`config.mk`:
```
export PLATFORM = sky130hd
export DESIGN_NAME = pc_sequencer
export DESIGN_NICKNAME = d
export VERILOG_FILES = /design/src/rtl/pc_sequencer.sv
export SDC_FILE = /design/constraint.sdc
export NUM_CORES = 1
export LEC_CHECK = 0
export CORE_ASPECT_RATIO = 0.75
export CORE_MARGIN = 2
export CORE_UTILIZATION = 41
export CTS_CLUSTER_SIZE = 14
export DETAILED_ROUTE_END_ITERATION = 10
export PLACE_DENSITY = 0.81
export SLEW_MARGIN = 20
export SYNTH_ARGS = -nofsm -noshare
export SYNTH_HDL_FRONTEND = slang
export SYNTH_SLANG_ARGS = --single-unit
```
`constraint.sdc`:
```
create_clock -name clk -period 4.04 [get_ports clk]
set_input_delay 0.606 -clock clk [delete_from_list [all_inputs] [get_ports clk]]
set_output_delay 0.606 -clock clk [all_outputs]
set_load 0.01 [all_outputs]
```
`src/rtl/pc_sequencer.sv`:
```
// pc_sequencer: fetch-stage program counter and next-PC selection.
// Shares one external 32-bit adder between PC+PC_STEP in FETCH and the
// branch-target sum (base + offset<<2) in the one-cycle BR_CALC state.
// Optional macro PC_ALIGN_CHECK_EN: flags misaligned loaded PCs on a sticky
// addr_err and forces the low two pc bits to zero.
module pc_sequencer #(
  parameter logic [31:0] RESET_VECTOR = 32'h0000_0000,
  parameter logic [31:0] PC_STEP      = 32'd4
) (
  input  logic        clk,
  input  logic        reset,
  input  logic        stall,
  input  logic        br_valid,
  input  logic        br_taken,
  input  logic [31:0] br_base,
  input  logic [31:0] br_offset,
  input  logic        jmp_valid,
  input  logic [25:0] jmp_target,
  output logic [31:0] adder_a,
  output logic [31:0] adder_b,
  input  logic [31:0] adder_sum,
  output logic [31:0] pc,
  output logic        pc_valid,
  output logic        flush,
  output logic        busy,
  output logic        addr_err
);

  typedef enum logic [1:0] {
    FETCH   = 2'b00,
    BR_CALC = 2'b01
  } state_t;

`ifdef PC_ALIGN_CHECK_EN
  localparam logic [31:0] RESET_PC = {RESET_VECTOR[31:2], 2'b00};
`else
  localparam logic [31:0] RESET_PC = RESET_VECTOR;
`endif

  state_t      r_state;
  state_t      w_state_next;
  logic [31:0] r_pc;
  logic [31:0] w_pc_next;
  logic [31:0] r_br_base;
  logic [31:0] r_br_offset_sh;   // offset already shifted left by two
  logic [31:0] w_sum_load;       // adder result as it would be written to pc
  logic        w_load_sum;       // this cycle loads pc from the adder
  logic        w_capture;        // taken branch accepted in FETCH

`ifdef PC_ALIGN_CHECK_EN
  assign w_sum_load = {adder_sum[31:2], 2'b00};
`else
  assign w_sum_load = adder_sum;
`endif

  // Next-state, next-pc and all combinational outputs.
  always_comb begin
    w_state_next = r_state;
    w_pc_next    = r_pc;
    w_capture    = 1'b0;
    w_load_sum   = 1'b0;
    adder_a      = r_pc;
    adder_b      = PC_STEP;
    pc_valid     = 1'b1;
    busy         = 1'b0;
    flush        = 1'b0;
    case (r_state)
      FETCH: begin
        // Branch is older than a concurrent jump, so it wins; any redirect
        // overrides stall.
        if (br_valid && br_taken) begin
          flush        = 1'b1;
          w_capture    = 1'b1;
          w_state_next = BR_CALC;
        end else if (jmp_valid) begin
          flush     = 1'b1;
          w_pc_next = {r_pc[31:28], jmp_target, 2'b00};
        end else if (!stall) begin
          w_pc_next  = w_sum_load;
          w_load_sum = 1'b1;
        end
      end
      BR_CALC: begin
        // Adder reassigned to the branch target; this cycle is a bubble.
        adder_a      = r_br_base;
        adder_b      = r_br_offset_sh;
        pc_valid     = 1'b0;
        busy         = 1'b1;
        w_pc_next    = w_sum_load;
        w_load_sum   = 1'b1;
        w_state_next = FETCH;
      end
      default: begin
        w_state_next = FETCH;
      end
    endcase
  end

  // FSM state register.
  always_ff @(posedge clk or posedge reset) begin
    if (reset) r_state <= FETCH;
    else       r_state <= w_state_next;
  end

  // Program counter register.
  always_ff @(posedge clk or posedge reset) begin
    if (reset) r_pc <= RESET_PC;
    else       r_pc <= w_pc_next;
  end

  // Captured branch operands, held for the BR_CALC cycle.
  always_ff @(posedge clk or posedge reset) begin
    if (reset) begin
      r_br_base      <= 32'd0;
      r_br_offset_sh <= 32'd0;
    end else if (w_capture) begin
      r_br_base      <= br_base;
      r_br_offset_sh <= br_offset << 2;
    end
  end

`ifdef PC_ALIGN_CHECK_EN
  logic r_addr_err;
  logic w_misalign;

  // A misaligned reset vector is reported the cycle after reset releases.
  assign w_misalign = (w_load_sum && (adder_sum[1:0] != 2'b00)) ||
                      (RESET_VECTOR[1:0] != 2'b00);

  // Sticky misalignment flag, cleared only by reset.
  always_ff @(posedge clk or posedge reset) begin
    if (reset) r_addr_err <= 1'b0;
    else       r_addr_err <= r_addr_err | w_misalign;
  end

  assign addr_err = r_addr_err;
`else
  assign addr_err = 1'b0;
`endif

  assign pc = r_pc;

endmodule

```
==> results.py, run 1 <==
metrics = {
    "outcome": {
        "status": "completed",
    },
    "cells_and_area": {
        "final_cell_count_no_fill": 680,
        "fin_area_sq_mm": 0.00730,
        "area_growth_syn_to_layout_pct": 55.6,
        "n_antenna_cell": 0,
        "finish.utilization_pct": 66.2,
        "drive_gt1_share_pct": 33.0,
        "fillers": 838,
        "final_nets": 663,
    },
    "sta": {
        "post-route-min-period_ps": 2970,
        "worstMarginPinSlew_ps": 862,
        "fin_crit_sh_pct": 73.6,
        "setup_violations": 0,
        "fin_tns_setup_ps": 0,
        "max_freq_mhz": 336,
        "finalMaxSlewViolations": 0,
        "hold_viol_final": 0,
        "relSlewSlack_pct": 42.5,
        "skew_ps": 5.94,
        "rsz0062_at_grt": "no",
    },
    "route": {
        "viasPerCell": 4.91,
        "drc": 0,
        "drtPass1Iterations": 4,
        "via_count": 3340,
        "drtIter0Drc": 105,
        "postRouteAntennaNets": 0,
        "wl_per_cell_um": 18.1,
        "wl_mm": 12.3,
    },
    "grt": {
        "grtUsageTotal_pct": 20.0,
        "grt_pass1_vias": 3631,
        "grt_overflow": 0,
        "grt_pass1_wl_mm": 19.3,
        "antenna_found_initial": 0,
        "grt_max_degree": 66,
    },
    "hold_path": {
        "min_path_cells": 1,
        "hold_path_class": "reg -> reg",
    },
    "clocking": {
        "numCtsBuffers": 9,
        "clock_path_buffers": 2,
        "ctsRootBufferMaster": "clkbuf_16",
        "cts_max_level": 3,
        "cts_setup_buffers": 0,
        "path_clk_slew_ps": 70,
        "ctsResizeCount": 0,
        "cts_tree": "done",
        "holdBufCountCts": 0,
        "clock_latency_ps": 340,
        "cts.sinks": 95,
    },
    "yosys": {
        "synth_edf_count": 0,
        "yosysWarnings": 0,
        "syn_area_per_cell_sq_um": 14.8,
        "ys.flop_type": "dfrtp_1",
        "async_reset_ff_share_pct": 100,
        "synth.distinct_cells": 23,
        "syn_inst": 317,
        "ys_seq_area_share_pct": 50.7,
        "syn_area_sq_mm": 0.00469,
        "ys_ff_latch": 95,
    },
    "floorplan": {
        "io_pins": 228,
        "core_sq_mm": 0.0110,
        "dieArea_sq_mm": 0.0123,
        "fp-row-count": 33,
        "initial_core_util_pct": 42.6,
        "die_h_um": 96.6,
        "die_x_um": 128,
    },
    "worst_setup_path": {
        "max_stage_delay_ps": 730,
        "critPathTopFamily": "buffers and inverters",
        "critPathKind": "reg -> out",
        "slowest_stage": "dfrtp_2",
        "cp_cell_sequence": "buf_4, mux2_2, clkdlybuf4s50_1",
        "arrival_ps": 2370,
        "required_ps": 3430,
        "path_depth": 3,
        "r2r_cells": 3,
        "start_kind": "flip-flop",
        "crit_path_end_kind": "output port",
        "path_buf_inv": 2,
        "worstPathMaxFanout": 36,
    },
    "power": {
        "leakage_nw": 3.08,
        "power_mw": 2.93,
        "peakVddDrop_uv": 246,
        "power_density_mw_per_mm2": 402,
    },
    "placed_design": {
        "gp_congestion": 0.738,
        "dpl.hpwl_mm": 9.10,
        "dp.cells": 664,
        "portBuffers": 222,
        "placed_area_sq_mm": 0.00699,
    },
    "flow_run": {
        "maxCapViolations": 0,
    },
}
==> per-stage QoR <==
step	setup WS, ps	hold WS, ps
6_report	1070	499
3_5_place_dp	1270	485
3_3_place_gp	1300	478
4_1_cts	1010	500
5_1_grt	941	507
2_1_floorplan	957	470
==> layout make-up <==
cell class / instances / area, sq um / area share [%]
multi-input cells: 197 / 2140 / 29.4
well taps: 140 / 175 / 2.40
repair buffers: 229 / 2270 / 31.2
clock inverters: 6 / 85.1 / 1.17
clock buffers: 10 / 229 / 3.14
inverters: 3 / 13.8 / 0.189
flip-flops and latches: 95 / 2380 / 32.6
==> power by group <==
part           leakage [nW]  internal [mW]  switching (mW)
Sequential             1.12           1.11          0.0940
Clock                 0.148          0.540           0.359
Combinational          1.81          0.555           0.276
Total                  3.08           2.20           0.729
==> state kept, by name (all words and copies together) (netlist names) <==
name,flops
r_br_offset_sh,30
r_state,1
r_br_base,32
pc,32
==> worst register-to-register path, cell delays in order, from the launching register on <==
cell and delay (ps):
dfrtp_2 730, a21o_1 580, buf_4 410, mux2_2 390
==> layer usage <==
layer / track usage (%) / vias to the layer above / wire (um)
li1: - / 1543 / -
met1: 23.4 / 1658 / 4900
met2: 35.5 / 126 / 6300
met3: 5.92 / 13 / 927
met4: 5.75 / 0 / 190
met5: 0 / - / 0
==> kinds of logic after synthesis <==
group | count (synthesis) | share of synthesized area [%]
mux | 150 | 39.0
flops | 95 | 50.7
simple gates | 38 | 5.36
buf+inv | 27 | 3.79
compound gates | 6 | 1.07
other cells | 1 | 0.0799
==> placed cells by master, fill, tap and decap left out, types with 2 or more instances in the layout <==
cell type,synthesis,routed
clkdlybuf4s50_1,0,222
mux2_2,111,111
dfrtp_1,95,94
mux2_4,38,38
and2_1,29,29
clkbuf_16,0,9
buf_4,10,7
conb_1,1,3
nand2b_1,2,2
inv_1,3,2
a31o_2,2,2
a221o_1,2,2
clkinv_2,0,2
clkinvlp_4,0,2
bufinv_16,0,2
==> final timing paths <==
path / startpoint / slack (ps) / endpoint
worst max-delay path: r_state[0]$_DFFE_PP0P_ / 1070 / adder_a[2]
worst min-delay path: r_br_offset_sh[22]$_DFFE_PP0P_ / 500 / r_br_offset_sh[22]$_DFFE_PP0P_
worst max register to register: r_state[0]$_DFFE_PP0P_ / 1810 / pc[14]$_DFFE_PP0P_
worst min register to register: r_br_offset_sh[22]$_DFFE_PP0P_ / 500 / r_br_offset_sh[22]$_DFFE_PP0P_
max in group asynchronous: reset / 2490 / r_br_offset_sh[31]$_DFFE_PP0P_
min in group asynchronous: reset / 780 / pc[24]$_DFFE_PP0P_
==> synthesized netlist by cell type (2+ instances only) <==
master / number / area (sq um)
mux2_2: 111 / 1250
dfrtp_1: 95 / 2380
mux2_4: 38 / 571
and2_1: 29 / 181
buf_4: 10 / 75.1
buf_2: 7 / 35.0
buf_6: 4 / 45.0
clkbuf_1: 3 / 11.3
inv_1: 3 / 11.3
a221o_1: 2 / 20.0
a31o_2: 2 / 17.5
nand2b_1: 2 / 12.5
No activity file was read; power rests on OpenSTA's default activity.
==> inputs of run 2 (changes only) <==
--- a/config.mk
+++ b/config.mk
@@ -7,10 +7,10 @@
 export LEC_CHECK = 0
 export CORE_ASPECT_RATIO = 0.75
 export CORE_MARGIN = 2
-export CORE_UTILIZATION = 41
+export CORE_UTILIZATION = 37
 export CTS_CLUSTER_SIZE = 14
 export DETAILED_ROUTE_END_ITERATION = 10
-export PLACE_DENSITY = 0.81
+export PLACE_DENSITY = 0.77
 export SLEW_MARGIN = 20
 export SYNTH_ARGS = -nofsm -noshare
 export SYNTH_HDL_FRONTEND = slang
==> constraint.sdc (replaced) <==
create_clock -name clk -period 2.5 [get_ports clk]
set_input_delay 0.375 -clock clk [delete_from_list [all_inputs] [get_ports clk]]
set_output_delay 0.375 -clock clk [all_outputs]
set_load 0.01 [all_outputs]
==> run 2 against run 1 <==
  * Power up 65%
  * Combinational power up 64%
  * Highest routed layer unchanged
  * Sequential power up 62%
  * Critical path type unchanged
==> results.py, run 2 (synthesis results as in run 1) <==
metrics = {
    "grt": {
        "grt_overflow": 0,
        "grt_max_degree": 65,
        "grt_pass1_vias": 3553,
        "grtUsageTotal_pct": 17.6,
        "antenna_found_initial": 0,
        "grt_pass1_wl_mm": 18.6,
    },
    "route": {
        "wl_mm": 11.9,
        "drc": 0,
        "drtIter0Drc": 35,
        "drtPass1Iterations": 6,
        "postRouteAntennaNets": 0,
        "wl_per_cell_um": 16.9,
        "viasPerCell": 4.69,
        "via_count": 3310,
    },
    "worst_setup_path": {
        "crit_path_end_kind": "output port",
        "arrival_ps": 1950,
        "start_kind": "flip-flop",
        "regToRegStartpoint": "r_state[0]$_DFFE_PP0P_",
        "critPathKind": "reg -> out",
        "r2r_cells": 5,
        "max_stage_delay_ps": 490,
        "reg2reg_slack_ps": 650,
        "slowest_stage": "clkdlybuf4s50_1",
        "required_ps": 2120,
        "cp-startpoint": "r_state[0]$_DFFE_PP0P_",
        "setup.worst_path.end": "adder_a[22]",
        "reg2reg_to": "pc[9]$_DFFE_PP0P_",
        "cp_cell_sequence": "buf_4, mux2_2, clkdlybuf4s50_1",
        "worstPathMaxFanout": 26,
    },
    "sta": {
        "finalMaxSlewViolations": 0,
        "relSlewSlack_pct": 52.9,
        "rsz0062_at_grt": "no",
        "hold_viol_final": 0,
        "worstMarginPinSlew_ps": 706,
        "fin_tns_setup_ps": 0,
        "post-route-min-period_ps": 2330,
        "max_freq_mhz": 430,
        "whs_ps": 495,
        "fin_ws_ps": 174,
        "skew_ps": 4.34,
        "setup_violations": 0,
        "fin_crit_sh_pct": 93.1,
    },
    "placed_design": {
        "place_ws_ps": 225,
        "portBuffers": 222,
        "gp_congestion": 0.753,
        "dpl.hpwl_mm": 8.68,
    },
    "clocking": {
        "clock_path_buffers": 2,
        "ctsRootBufferMaster": "clkbuf_16",
        "cts_setup_buffers": 0,
        "ctsResizeCount": 0,
        "holdBufCountCts": 0,
        "numCtsBuffers": 9,
        "cts_tree": "done",
        "clock_latency_ps": 340,
        "cts.sinks": 95,
        "cts_max_level": 3,
        "path_clk_slew_ps": 60,
    },
    "floorplan": {
        "core_sq_mm": 0.0123,
        "dieArea_sq_mm": 0.0136,
        "initial_core_util_pct": 38.0,
        "io_pins": 228,
        "die_x_um": 134,
        "die_h_um": 102,
        "fp-row-count": 35,
    },
    "hold_path": {
        "hold_path_class": "in -> async",
    },
    "power": {
        "power_density_mw_per_mm2": 652,
        "leakage_nw": 3.11,
        "peakVddDrop_uv": 336,
    },
    "cells_and_area": {
        "final_nets": 664,
        "multi_input_area_sq_mm": 0.00214,
        "drive_gt1_share_pct": 33.1,
        "seq_area_sq_mm": 0.00238,
        "area_growth_syn_to_layout_pct": 58.3,
        "n_antenna_cell": 0,
        "final_cell_mix": "clkdlybuf4s50_1, mux2_2, dfrtp_1, mux2_4, and2_1",
        "fillers": 1016,
        "final_common_cell": "clkdlybuf4s50_1",
    },
    "outcome": {
        "status": "completed",
    },
    "flow_run": {
        "maxCapViolations": 0,
    },
}
## run 2: cell count changes in the layout (fill, tap and decap cells not counted), sizes merged
cell,change
buf,+1
bufinv,+1
clkbuf,-1
clkinv,-1
clkinvlp,+1
inv,-1
## run 2: worst min path at each step
stage	startpoint	end
2_1_floorplan	r_br_offset_sh[2]$_DFFE_PP0P_	r_br_offset_sh[2]$_DFFE_PP0P_
3_3_place_gp	r_br_offset_sh[22]$_DFFE_PP0P_	r_br_offset_sh[22]$_DFFE_PP0P_
3_5_place_dp	r_br_offset_sh[7]$_DFFE_PP0P_	r_br_offset_sh[7]$_DFFE_PP0P_
4_1_cts	r_br_offset_sh[7]$_DFFE_PP0P_	r_br_offset_sh[7]$_DFFE_PP0P_
5_1_grt	r_br_base[25]$_DFFE_PP0P_	r_br_base[25]$_DFFE_PP0P_
6_report	reset	pc[1]$_DFFE_PP0P_
## run 2: per-stage QoR
stage,power (mW),cell area [sq um],std cells,util (%)
floorplan,2.60,4700,319,-
global placement,3.30,7090,691,57.4
detailed placement,3.34,7090,691,57.4
CTS,4.92,7430,706,60.1
global route,5.08,7430,706,60.1
finish,4.84,7430,706,60.1
## run 2: per-layer routing
metal  part of all wire [%]  vias up  track usage, %
met5                      0        -               0
met4                    1.5        0            5.67
met3                    6.9       16            5.26
met2                     51      130            31.2
met1                     40     1621            20.8
li1                       -     1543               -
## run 2: final cells by class
type                            count  share of cell area [%]
Clock inverter                      6                    1.48
Inverter                            3                   0.202
Multi-Input combinational cell    197                    28.9
Timing Repair Buffer              230                    31.6
Clock buffer                        9                    3.03
Sequential cell                    95                    32.0
Tap cell                          166                    2.80
## run 2: power breakdown
part / switching [mW] / internal [mW] / total (mW) / leakage (nW)
sequential: 0.143 / 1.79 / 1.94 / 1.12
clock: 0.577 / 0.970 / 1.55 / 0.158
combinational: 0.452 / 0.910 / 1.36 / 1.84
total: 1.17 / 3.67 / 4.84 / 3.11
## run 2: worst max-delay path, delay by kind of cell (launching register included)
| kind | cells | cell delay (ps) |
|---|---|---|
| buffers and inverters | 2 | 830 |
| DFF | 1 | 380 |
| muxes | 1 | 390 |
==> inputs of run 3 (changes only) <==
--- a/config.mk
+++ b/config.mk
@@ -10,6 +10,8 @@
 export CORE_UTILIZATION = 37
 export CTS_CLUSTER_SIZE = 14
 export DETAILED_ROUTE_END_ITERATION = 10
+export GPL_ROUTABILITY_DRIVEN = 0
+export HOLD_SLACK_MARGIN = 0.1
 export PLACE_DENSITY = 0.77
 export SLEW_MARGIN = 20
 export SYNTH_ARGS = -nofsm -noshare
==> results of run 3 <==
The final DEF is identical to that of run 2; final timing and power are the same.
